$ cat src/rtl/i2c_arb.sv
// Two-port arbiter in front of a single I2C driver: one command slot per requester, round-robin grant.
// exec -> i2c_exec in 2 cycles; i2c_done -> doneN in 1 cycle; execN ignored while its slot is busy.
module i2c_arb #(
    parameter logic [19:0] TIMEOUT_CYC = 20'd100_000
) (
    input  logic        clk,
    input  logic        rst,
    input  logic        exec0,
    input  logic        exec1,
    input  logic        rh_wl0,
    input  logic        rh_wl1,
    input  logic [15:0] addr0,
    input  logic [15:0] addr1,
    input  logic [7:0]  data_w0,
    input  logic [7:0]  data_w1,
    output logic        busy0,
    output logic        busy1,
    output logic        done0,
    output logic        done1,
    output logic        ack0,
    output logic        ack1,
    output logic [7:0]  data_r0,
    output logic [7:0]  data_r1,
    output logic        i2c_exec,
    output logic        i2c_rh_wl,
    output logic [15:0] i2c_addr,
    output logic [7:0]  i2c_data_w,
    input  logic        i2c_done,
    input  logic        i2c_ack,
    input  logic [7:0]  i2c_data_r,
    output logic        to_err
);

    typedef enum logic [1:0] {IDLE, ISSUE, WAIT, RESP} state_t;

    state_t      r_state;
    logic        r_last;
    logic        r_gnt;
    logic [19:0] r_timer;
    logic        r_rh0, r_rh1;
    logic [15:0] r_addr0, r_addr1;
    logic [7:0]  r_dw0, r_dw1;

    logic w_gnt;
    logic w_to;

    // With both slots pending, the port not served last wins; otherwise the only pending one.
    assign w_gnt = (busy0 & busy1) ? ~r_last : ~busy0;
    assign w_to  = (r_timer == TIMEOUT_CYC - 20'd1);

    always_ff @(posedge clk or posedge rst) begin
        if (rst) begin
            r_state    <= IDLE;
            r_last     <= 1'b1;
            r_gnt      <= 1'b0;
            r_timer    <= 20'd0;
            r_rh0      <= 1'b0;
            r_rh1      <= 1'b0;
            r_addr0    <= 16'h0000;
            r_addr1    <= 16'h0000;
            r_dw0      <= 8'h00;
            r_dw1      <= 8'h00;
            busy0      <= 1'b0;
            busy1      <= 1'b0;
            done0      <= 1'b0;
            done1      <= 1'b0;
            ack0       <= 1'b0;
            ack1       <= 1'b0;
            data_r0    <= 8'h00;
            data_r1    <= 8'h00;
            i2c_exec   <= 1'b0;
            i2c_rh_wl  <= 1'b0;
            i2c_addr   <= 16'h0000;
            i2c_data_w <= 8'h00;
            to_err     <= 1'b0;
        end else begin
            done0    <= 1'b0;
            done1    <= 1'b0;
            i2c_exec <= 1'b0;

            if (exec0 && !busy0) begin
                busy0   <= 1'b1;
                r_rh0   <= rh_wl0;
                r_addr0 <= addr0;
                r_dw0   <= data_w0;
            end
            if (exec1 && !busy1) begin
                busy1   <= 1'b1;
                r_rh1   <= rh_wl1;
                r_addr1 <= addr1;
                r_dw1   <= data_w1;
            end

            case (r_state)
                IDLE: begin
                    if (busy0 || busy1) begin
                        // Command bus is loaded here so it is valid during the ISSUE strobe.
                        r_gnt      <= w_gnt;
                        i2c_exec   <= 1'b1;
                        i2c_rh_wl  <= w_gnt ? r_rh1   : r_rh0;
                        i2c_addr   <= w_gnt ? r_addr1 : r_addr0;
                        i2c_data_w <= w_gnt ? r_dw1   : r_dw0;
                        r_state    <= ISSUE;
                    end
                end
                ISSUE: begin
                    r_timer <= 20'd0;
                    r_state <= WAIT;
                end
                WAIT: begin
                    if (i2c_done) begin
                        if (r_gnt) begin
                            ack1    <= i2c_ack;
                            data_r1 <= i2c_data_r;
                            done1   <= 1'b1;
                        end else begin
                            ack0    <= i2c_ack;
                            data_r0 <= i2c_data_r;
                            done0   <= 1'b1;
                        end
                        r_state <= RESP;
                    end else if (w_to) begin
                        if (r_gnt) begin
                            ack1    <= 1'b1;
                            data_r1 <= 8'h00;
                            done1   <= 1'b1;
                        end else begin
                            ack0    <= 1'b1;
                            data_r0 <= 8'h00;
                            done0   <= 1'b1;
                        end
                        to_err  <= 1'b1;
                        r_state <= RESP;
                    end else if (r_timer != 20'hFFFFF) begin
                        r_timer <= r_timer + 20'd1;
                    end
                end
                RESP: begin
                    if (r_gnt) busy1 <= 1'b0;
                    else       busy0 <= 1'b0;
                    r_last  <= r_gnt;
                    r_state <= IDLE;
                end
                default: r_state <= IDLE;
            endcase
        end
    end

endmodule
$ cat config.mk
export PLATFORM = sky130hd
export DESIGN_NAME = i2c_arb
export DESIGN_NICKNAME = d
export VERILOG_FILES = /design/src/rtl/i2c_arb.sv
export SDC_FILE = /design/constraint.sdc
export NUM_CORES = 1
export LEC_CHECK = 0
export ABC_AREA = 1
export CORE_MARGIN = 5
export CORE_UTILIZATION = 40
export CTS_CLUSTER_DIAMETER = 30
export CTS_CLUSTER_SIZE = 28
export DETAILED_ROUTE_END_ITERATION = 7
export SLEW_MARGIN = 10
export SYNTH_ARGS = -nofsm -noshare
export SYNTH_HDL_FRONTEND = slang
export SYNTH_SLANG_ARGS = --single-unit
$ cat constraint.sdc
create_clock -name clk -period 8.7 [get_ports clk]
set_input_delay 1.74 -clock clk [delete_from_list [all_inputs] [get_ports clk]]
set_output_delay 1.74 -clock clk [all_outputs]
set_load 0.02 [all_outputs]
==> impl_metrics.ini, run 1 <==
[die]
row_count = 43
pin_count = 113
dieArea_sq_mm = 0.0169
initial_core_util = 0.411
die_x_microns = 130
die_y_microns = 130
core_sq_mm = 0.0140

[final_layout]
drive_above_1_share = 0.159
final_cell_mix = nand2_1, dfrtp_1, clkdlybuf4s50_1, nor2_1, mux2_2
nets = 798
layout_commonest_cell = nand2_1
area_growth_pct = 32.1
antenna_cells = 0
final_cells = 921
fin_util = 0.543
final_area_sq_mm = 0.00760

[global_route]
grt_pass1_wl_microns = 22800
grt_max_degree = 69
grt_pass1_vias = 4503
globalRouteTotalUtil = 0.173
grt_antenna_before_repair = 0
overflow = 0

[setup_path]
slowest_stage = nand2_1
crit_chain = clkdlybuf4s50_1 -> nand2_1 -> mux2_2
crit_path_start_kind = input pin
cp_max_fo = 25
crit_family = simple AND/OR/NAND/NOR gates
end_kind = flip-flop
critPathBufInv = 1
worstPathArrival_ns = 3.54
cp_slowest_stage_delay_ns = 0.72
timing_worst_setup_path_type = input pin to flip-flop
required_ns = 8.99

[drt]
num_vias = 4663
drc = 0
detail_route.wl_per_cell_microns = 15.3
drtIter0Drc = 299
dr.pass1.iters = 5
wirelength_microns = 14100
ant_nets = 0
via_per_inst = 5.06

[placed_design]
dpl-instance-area_sq_mm = 0.00698
dp_slack_ns = 5.01
gp_congestion = 0.914
port_buffers = 112
placed_cells = 889
hpwl_microns = 9710

[power_and_ir_drop]
power.density_cell_area_mw_per_mm2 = 362
p_leak_nw = 3.42
irDropWorstVdd_mv = 0.153

[synthesis]
ys_warn_count = 0
syn_nets = 692
synth-seq-cells = 123
synth_cell_types = 32
syn_avg_cell_area_sq_um = 9.24
yosysSeqAreaShare = 0.536
syn_area_sq_mm = 0.00575
syn_inst = 622

[cts]
cts_tree = built
holdBufCountCts = 0
cts_made_buffers = 17
clk_pin_slew_worst_paths_ns = 0.05
ctsResizeCount = 0
clkSinkCount = 123
cts_buffer_depth = 2
root_buffer = clkbuf_16
h-tree-depth = 4
postCtsSetupBuffers = 0
insertion_delay_ns = 0.42

[timing]
rsz0062_at_grt = false
final.setup.tns_ns = 0
min_period_ns = 3.25
setup_ws_ns = 5.45
finClkSkew_ns = 0.00764
worst_pin_slew_ns = 1.22
max_slew_margin = 0.185
setup_violations = 0
slew_violations = 0
fmax_ghz = 0.308
finalCritPeriodShare = 0.374
finalHoldViolCount = 0

[run]
maxCapViolCount = 0

[status]
status = finished clean

[worst_hold_path]
hp-class = flip-flop to flip-flop
-- tightest hold or removal path: stages (launching register included) --
cell     delay, ns
dfrtp_1       0.34
nand2_1       0.05
nand2_1       0.05
-- cells by family after synthesis --
family                     synth area share
and+or+nand+nor                       0.253
DFF                                   0.536
buffers and inverters                0.0516
muxes                                0.0979
AOI/OAI and AO/OA                    0.0492
adders and majority gates            0.0131
-- routing by layer --
metal  track usage  vias up  share of wire
met5             0        -              0
met4        0.0636        0          0.016
met3        0.0389       25          0.056
met2         0.284      127           0.49
met1         0.224     2239           0.44
li1              -     2272              -
-- cells in the mapped netlist --
cell type    n  area share
buf_6        1      0.0020
nor2_2       5      0.0054
buf_2        9      0.0078
o21ai_2      1      0.0015
dfstp_2      1      0.0046
nand3_1     34       0.030
nand2_2      2      0.0022
buf_4        3      0.0039
ha_1         6       0.013
o21ai_0      7      0.0061
nand2_4      2      0.0039
dfrtp_1    122        0.53
mux2_2      50       0.098
inv_2       10      0.0065
or2_2        2      0.0022
nand3_4      3      0.0091
nor2_8       1      0.0035
nand3_2      3      0.0052
buf_1        1     0.00065
clkbuf_1    13      0.0085
inv_1       30       0.020
nor2_1      64       0.042
o21bai_1     1      0.0013
a31oi_1     25       0.027
nand2_1    182        0.12
o21a_1       2      0.0026
a21oi_1     11      0.0096
o21ai_1      1     0.00087
nand4_1     22       0.024
buf_8        1      0.0026
nor3_1       6      0.0052
nor3_2       1      0.0017
-- area by class of cell --
class,count,area [sq um]
clock buffer,17,425
sequential,123,3080
clock inverter,15,196
fill,1231,6390
tap,180,225
inverter,40,153
multi-input combinational,431,2370
timing repair buffer,115,1140
-- report_power, final --
part / switching (W) / total (W) / internal (W)
Sequential: 0.000141 / 0.000958 / 0.000817
Combinational: 0.000594 / 0.00106 / 0.000464
Clock: 0.000258 / 0.000737 / 0.000478
-- final timing paths --
| check | startpoint | end | slack (ns) | depth (start not counted) |
|---|---|---|---|---|
| max | exec0 | r_addr0[3]$_DFFE_PP0P_ | 5.45 | 3 |
| max reg2reg | r_state[0]$_DFFE_PP0P_ | r_timer[2]$_DFFE_PP0P_ | 6.19 | 9 |
| min | data_r0[7]$_DFFE_PP0P_ | data_r0[7]$_DFFE_PP0P_ | 0.47 | 2 |
| max in group asynchronous | rst | r_addr0[6]$_DFFE_PP0P_ | 5.60 | 3 |
| min reg2reg | data_r0[7]$_DFFE_PP0P_ | data_r0[7]$_DFFE_PP0P_ | 0.47 | 2 |
| min in group asynchronous | rst | i2c_exec$_DFF_PP0_ | 1.80 | 2 |
-- registers in the layout, indices dropped and copies added (netlist names), 2 cells and up --
name / count
r_timer: 20
i2c_addr: 16
r_addr0: 16
r_addr1: 16
data_r0: 8
data_r1: 8
i2c_data_w: 8
r_dw0: 8
r_dw1: 8
r_state: 2
-- per-stage QoR --
stage	hold WS, ns	power [W]
floorplan	0.480	0.00164
global placement	0.459	0.00201
detailed placement	0.464	0.00204
CTS	0.478	0.00279
global route	0.484	0.00293
finish	0.475	0.00275
Note: power is estimated with default switching activity, not from simulation.
==> run 2: changes to the inputs <==
--- a/config.mk
+++ b/config.mk
@@ -11,6 +11,7 @@
 export CTS_CLUSTER_DIAMETER = 30
 export CTS_CLUSTER_SIZE = 28
 export DETAILED_ROUTE_END_ITERATION = 7
+export PLACE_DENSITY = 0.67
 export SLEW_MARGIN = 10
 export SYNTH_ARGS = -nofsm -noshare
 export SYNTH_HDL_FRONTEND = slang
==> constraint.sdc (replaced) <==
create_clock -name clk -period 2.62 [get_ports clk]
set_input_delay 0.524 -clock clk [delete_from_list [all_inputs] [get_ports clk]]
set_output_delay 0.524 -clock clk [all_outputs]
set_load 0.02 [all_outputs]
==> run 2 against run 1 <==
  * Sequential share of layout area down 0.28 points
  * Largest cell class unchanged
  * Register-to-register slack worse by 5.4 ns
  * Largest power group unchanged
  * Combinational power rose to 3.4 times the previous value
==> impl_metrics.ini, run 2 (synthesis results as in run 1) <==
[status]
status = finished clean

[timing]
fmax_ghz = 0.495
slew_violations = 0
max_slew_margin = 0.599
finalCritPeriodShare = 0.772
finClkSkew_ns = 0.00742
rsz0062_at_grt = false
worst_pin_slew_ns = 0.602
min_period_ns = 2.02
finalHoldViolCount = 0
final.setup.tns_ns = 0
setup_violations = 0

[setup_path]
crit_chain = clkdlybuf4s50_1
slowest_stage = clkdlybuf4s50_1
crit_family = buffers and inverters
critPathBufInv = 1
end_kind = output pin
timing_worst_setup_path_type = flip-flop to output pin
cp_slowest_stage_delay_ns = 0.64
cp_max_fo = 5
crit_path_start_kind = flip-flop
worstPathArrival_ns = 1.50
required_ns = 2.10

[die]
dieArea_sq_mm = 0.0169
die_x_microns = 130
die_y_microns = 130
core_sq_mm = 0.0140
pin_count = 113
row_count = 43
initial_core_util = 0.411

[power_and_ir_drop]
intPower_w = 0.00563
seqPwrFrac = 0.356
clkPwrFrac = 0.239
p_leak_nw = 3.46
irDropWorstVdd_mv = 0.477
p_sw_w = 0.00329
power.density_cell_area_mw_per_mm2 = 1170
switching_share = 0.369
pwr-share-comb = 0.405

[global_route]
grt_pass1_vias = 4643
met1_usage = 0.220
overflow = 0
busiest_layer = met2
globalRouteTotalUtil = 0.171
grtUsageMet2 = 0.282
use_met3 = 0.0426
grt_pass1_wl_microns = 22800
grt_antenna_before_repair = 0
grt_max_degree = 37

[cts]
root_buffer = clkbuf_16
ctsResizeCount = 0
postCtsSetupBuffers = 0
holdBufCountCts = 0
cts_made_buffers = 17
cts_tree = built
clkSinkCount = 123
clk_pin_slew_worst_paths_ns = 0.05
cts_buffer_depth = 2
h-tree-depth = 4
insertion_delay_ns = 0.41

[worst_hold_path]
hp-class = flip-flop to flip-flop

[final_layout]
regMostFlops = r_timer
nets = 806
layout_commonest_cell = nand2_1
antenna_cells = 0
final_cell_mix = nand2_1, dfrtp_1, clkdlybuf4s50_1, nor2_1, mux2_2
area_growth_pct = 33.1
drive_above_1_share = 0.167
fin_util = 0.547
largest_reg_flops = 20

[placed_design]
gp_congestion = 0.861
hpwl_microns = 10000
port_buffers = 112

[drt]
drc = 0
detail_route.wl_per_cell_microns = 15.0
drtIter0Drc = 281
wirelength_microns = 14000
ant_nets = 0
dr.pass1.iters = 7
num_vias = 4660
via_per_inst = 5.02

[run]
maxCapViolCount = 0
-- run 2: final timing paths --
kind,from,endpoint,slack (ns),cells past startpoint
setup / recovery,busy0$_DFF_PP0_,busy0,0.60,1
hold / removal,data_r0[1]$_DFFE_PP0P_,data_r0[1]$_DFFE_PP0P_,0.47,2
setup reg to reg,r_state[0]$_DFFE_PP0P_,r_timer[7]$_DFFE_PP0P_,0.77,8
hold reg to reg,data_r0[1]$_DFFE_PP0P_,data_r0[1]$_DFFE_PP0P_,0.47,2
max in group asynchronous,rst,r_last$_DFFE_PP1N_,1.46,3
min in group asynchronous,rst,data_r1[6]$_DFFE_PP0P_,0.53,2
-- run 2: through the flow --
| step | hold WS, ns | area [sq um] | total power [W] | setup slack, ns | instances |
|---|---|---|---|---|---|
| after floorplan | 0.480 | 5750 | 0.00544 | 0.586 | 622 |
| after global placement | 0.459 | 7100 | 0.00672 | 0.669 | 897 |
| after detailed placement | 0.461 | 7100 | 0.00686 | 0.636 | 897 |
| after CTS | 0.475 | 7650 | 0.00902 | 0.580 | 929 |
| after global routing | 0.507 | 7650 | 0.00949 | 0.554 | 929 |
| final | 0.468 | 7650 | 0.00891 | 0.599 | 929 |
-- run 2: power by group through the flow --
| stage | combinational [W] | sequential (W) | clock (W) |
|---|---|---|---|
| global placement | 0.00356 | 0.00316 | 0 |
| global route | 0.00396 | 0.00327 | 0.00226 |
| detailed placement | 0.00365 | 0.00321 | 0 |
| floorplan | 0.00193 | 0.00350 | 0 |
| finish | 0.00361 | 0.00317 | 0.00213 |
| CTS | 0.00366 | 0.00318 | 0.00218 |
-- run 2: layer usage --
metal	vias to the layer above	part of all wire
met5	-	0
li1	2285	-
met4	0	0.0087
met1	2256	0.44
met3	16	0.049
met2	103	0.50
-- run 2: final cells by class --
cell class	instances	area (sq um)
timing repair buffer	123	1270
clock buffer	22	484
multi-input combinational	431	2370
clock inverter	10	66.3
tap	180	225
inverter	40	154
fill	1248	6340
sequential	123	3080
-- run 2: worst reg2reg max path, delay by kind of cell (launching register included) --
family / cells / cell delay (ns)
simple gates: 4 / 0.61
flops: 1 / 0.41
buf+inv: 3 / 0.51
fa+ha+maj: 1 / 0.20
==> run 3: changes to the inputs <==
==> constraint.sdc (replaced) <==
create_clock -name clk -period 1.7 [get_ports clk]
set_input_delay 0.34 -clock clk [delete_from_list [all_inputs] [get_ports clk]]
set_output_delay 0.34 -clock clk [all_outputs]
set_load 0.02 [all_outputs]
==> run 3 against run 2 <==
  * Combinational power grew 51%
  * Register-to-register slack lost 0.69 ns
  * Non-clock buffer count grew 15
  * First-iteration DRC count grew 26%
  * Critical path type is now flip-flop to flip-flop
  * Largest cell class unchanged
  * Largest power group unchanged
==> impl_metrics.ini, run 3 (synthesis results as in run 1) <==
[status]
status = finished clean

[setup_path]
cp_slowest_stage_delay_ns = 0.41
timing_worst_setup_path_type = flip-flop to flip-flop
worstPathArrival_ns = 1.93
slowest_stage = dfrtp_1
critPathBufInv = 3
crit_path_start_kind = flip-flop
r2r_start = r_state[0]$_DFFE_PP0P_
crit_chain = inv_1 -> ha_2 -> inv_2 -> nor2_2 -> nand3_4 -> buf_4 -> nand3_1 -> nand2_1
critPathLaunch = r_state[0]$_DFFE_PP0P_
end_kind = flip-flop
cp_max_fo = 6
required_ns = 2.01
crit_family = simple AND/OR/NAND/NOR gates

[final_layout]
final_cells = 943
area_growth_pct = 37.3
final_area_sq_mm = 0.00789
antenna_cells = 0
regMostFlops = r_timer
largest_reg_flops = 20
drive_above_1_share = 0.189
n_fill_cell = 1247
layout_commonest_cell = nand2_1
multi_input_area_sq_mm = 0.00244
seqCellArea_sq_mm = 0.00308
nets = 821
final_cell_mix = nand2_1, dfrtp_1, nor2_1, clkdlybuf4s50_1, mux2_2

[die]
initial_core_util = 0.411
die_y_microns = 130
row_count = 43
dieArea_sq_mm = 0.0169
core_sq_mm = 0.0140
pin_count = 113
die_x_microns = 130

[power_and_ir_drop]
irDropWorstVdd_mv = 0.909
p_leak_nw = 3.71
power.density_cell_area_mw_per_mm2 = 1800

[global_route]
globalRouteTotalUtil = 0.178
grt_antenna_before_repair = 0
grt_pass1_vias = 4742
overflow = 0
grt_max_degree = 55
grt_pass1_wl_microns = 23600

[placed_design]
hpwl_microns = 10100
placed_cells = 908
dp_slack_ns = 0.0287
dpl-instance-area_sq_mm = 0.00722
gp_congestion = 0.930
port_buffers = 112

[cts]
cts_tree = built
h-tree-depth = 4
holdBufCountCts = 0
root_buffer = clkbuf_16
cts_buffer_depth = 2
clk_pin_slew_worst_paths_ns = 0.05
clkSinkCount = 123
cts_made_buffers = 17
insertion_delay_ns = 0.42

[timing]
setup_violations = 0
rsz0062_at_grt = false
finClkSkew_ns = 0.00396
slew_violations = 0
finalCritPeriodShare = 0.953
fmax_ghz = 0.617
worst_pin_slew_ns = 0.471
max_slew_margin = 0.686
setup_ws_ns = 0.0801
whs_ns = 0.405
min_period_ns = 1.62
finalHoldViolCount = 0

[worst_hold_path]
hp-class = input pin to async pin

[drt]
ant_nets = 0
drc = 0
dr.pass1.iters = 4
drtIter0Drc = 354
via_per_inst = 5.02
detail_route.wl_per_cell_microns = 15.3
num_vias = 4738
wirelength_microns = 14400

[run]
maxCapViolCount = 0
==> run 3: changes by cell type in the layout (fill, tap and decap cells not counted), sizes merged <==
cell	before	now
dlymetal6s2s	0	2
bufinv	0	4
inv	40	41
clkinv	7	4
clkinvlp	3	2
dlygate4sd2	0	47
clkdlybuf4s50	112	63
clkbuf	22	21
buf	11	25
==> run 3: per-layer routing <==
metal | share of wire | vias to the layer above | wire [microns] | GRT usage
met4 | 0.026 | 0 | 381 | 0.0758
li1 | - | 2315 | - | -
met3 | 0.059 | 29 | 854 | 0.0458
met2 | 0.49 | 128 | 7100 | 0.288
met5 | 0 | - | 0 | 0
met1 | 0.42 | 2266 | 6100 | 0.228
==> run 3: cell type report <==
type	instances	share of cell area
Clock buffer	20	0.0591
Clock inverter	11	0.0209
Inverter	40	0.0195
Multi-Input combinational cell	431	0.309
Sequential cell	123	0.390
Tap cell	180	0.0285
Timing Repair Buffer	138	0.172
==> run 3: metrics by stage <==
| stage | power, W | util | TNS (ns) |
|---|---|---|---|
| after floorplan | 0.00838 | - | -18.36 |
| after global placement | 0.0105 | 0.516 | 0 |
| after detailed placement | 0.0107 | 0.516 | 0 |
| after CTS | 0.0143 | 0.557 | 0 |
| after global routing | 0.0151 | 0.564 | 0 |
| final | 0.0142 | 0.564 | 0 |
==> run 3: where the power goes <==
part | total (W) | switching (W) | internal, W
sequential | 0.00488 | 0.000700 | 0.00418
combinational | 0.00544 | 0.00314 | 0.00230
clock | 0.00385 | 0.00130 | 0.00256
total | 0.0142 | 0.00513 | 0.00903
==> run 3: worst paths after layout <==
check,to,slack [ns],cells past startpoint
max,r_timer[14]$_DFFE_PP0P_,0.08,8
min,ack1$_DFFE_PP0P_,0.41,3
max reg2reg,r_timer[14]$_DFFE_PP0P_,0.08,8
min reg2reg,to_err$_DFFE_PP0P_,0.47,1
max in group asynchronous,r_addr0[9]$_DFFE_PP0P_,1.02,3
min in group clk,to_err$_DFFE_PP0P_,0.47,1
==> run 3: what timing repair did <==
item	4_1_cts	5_1_grt
gates resized for setup	47	14
pin swaps	0	2
setup endpoints to repair	47	40
buffers inserted	0	4
gates cloned	0	0
==> run 3: tightest hold or removal path, stage by stage <==
cell and delay [ns]:
clkdlybuf4s50_1 0.44, clkinvlp_4 0.17, buf_12 0.23
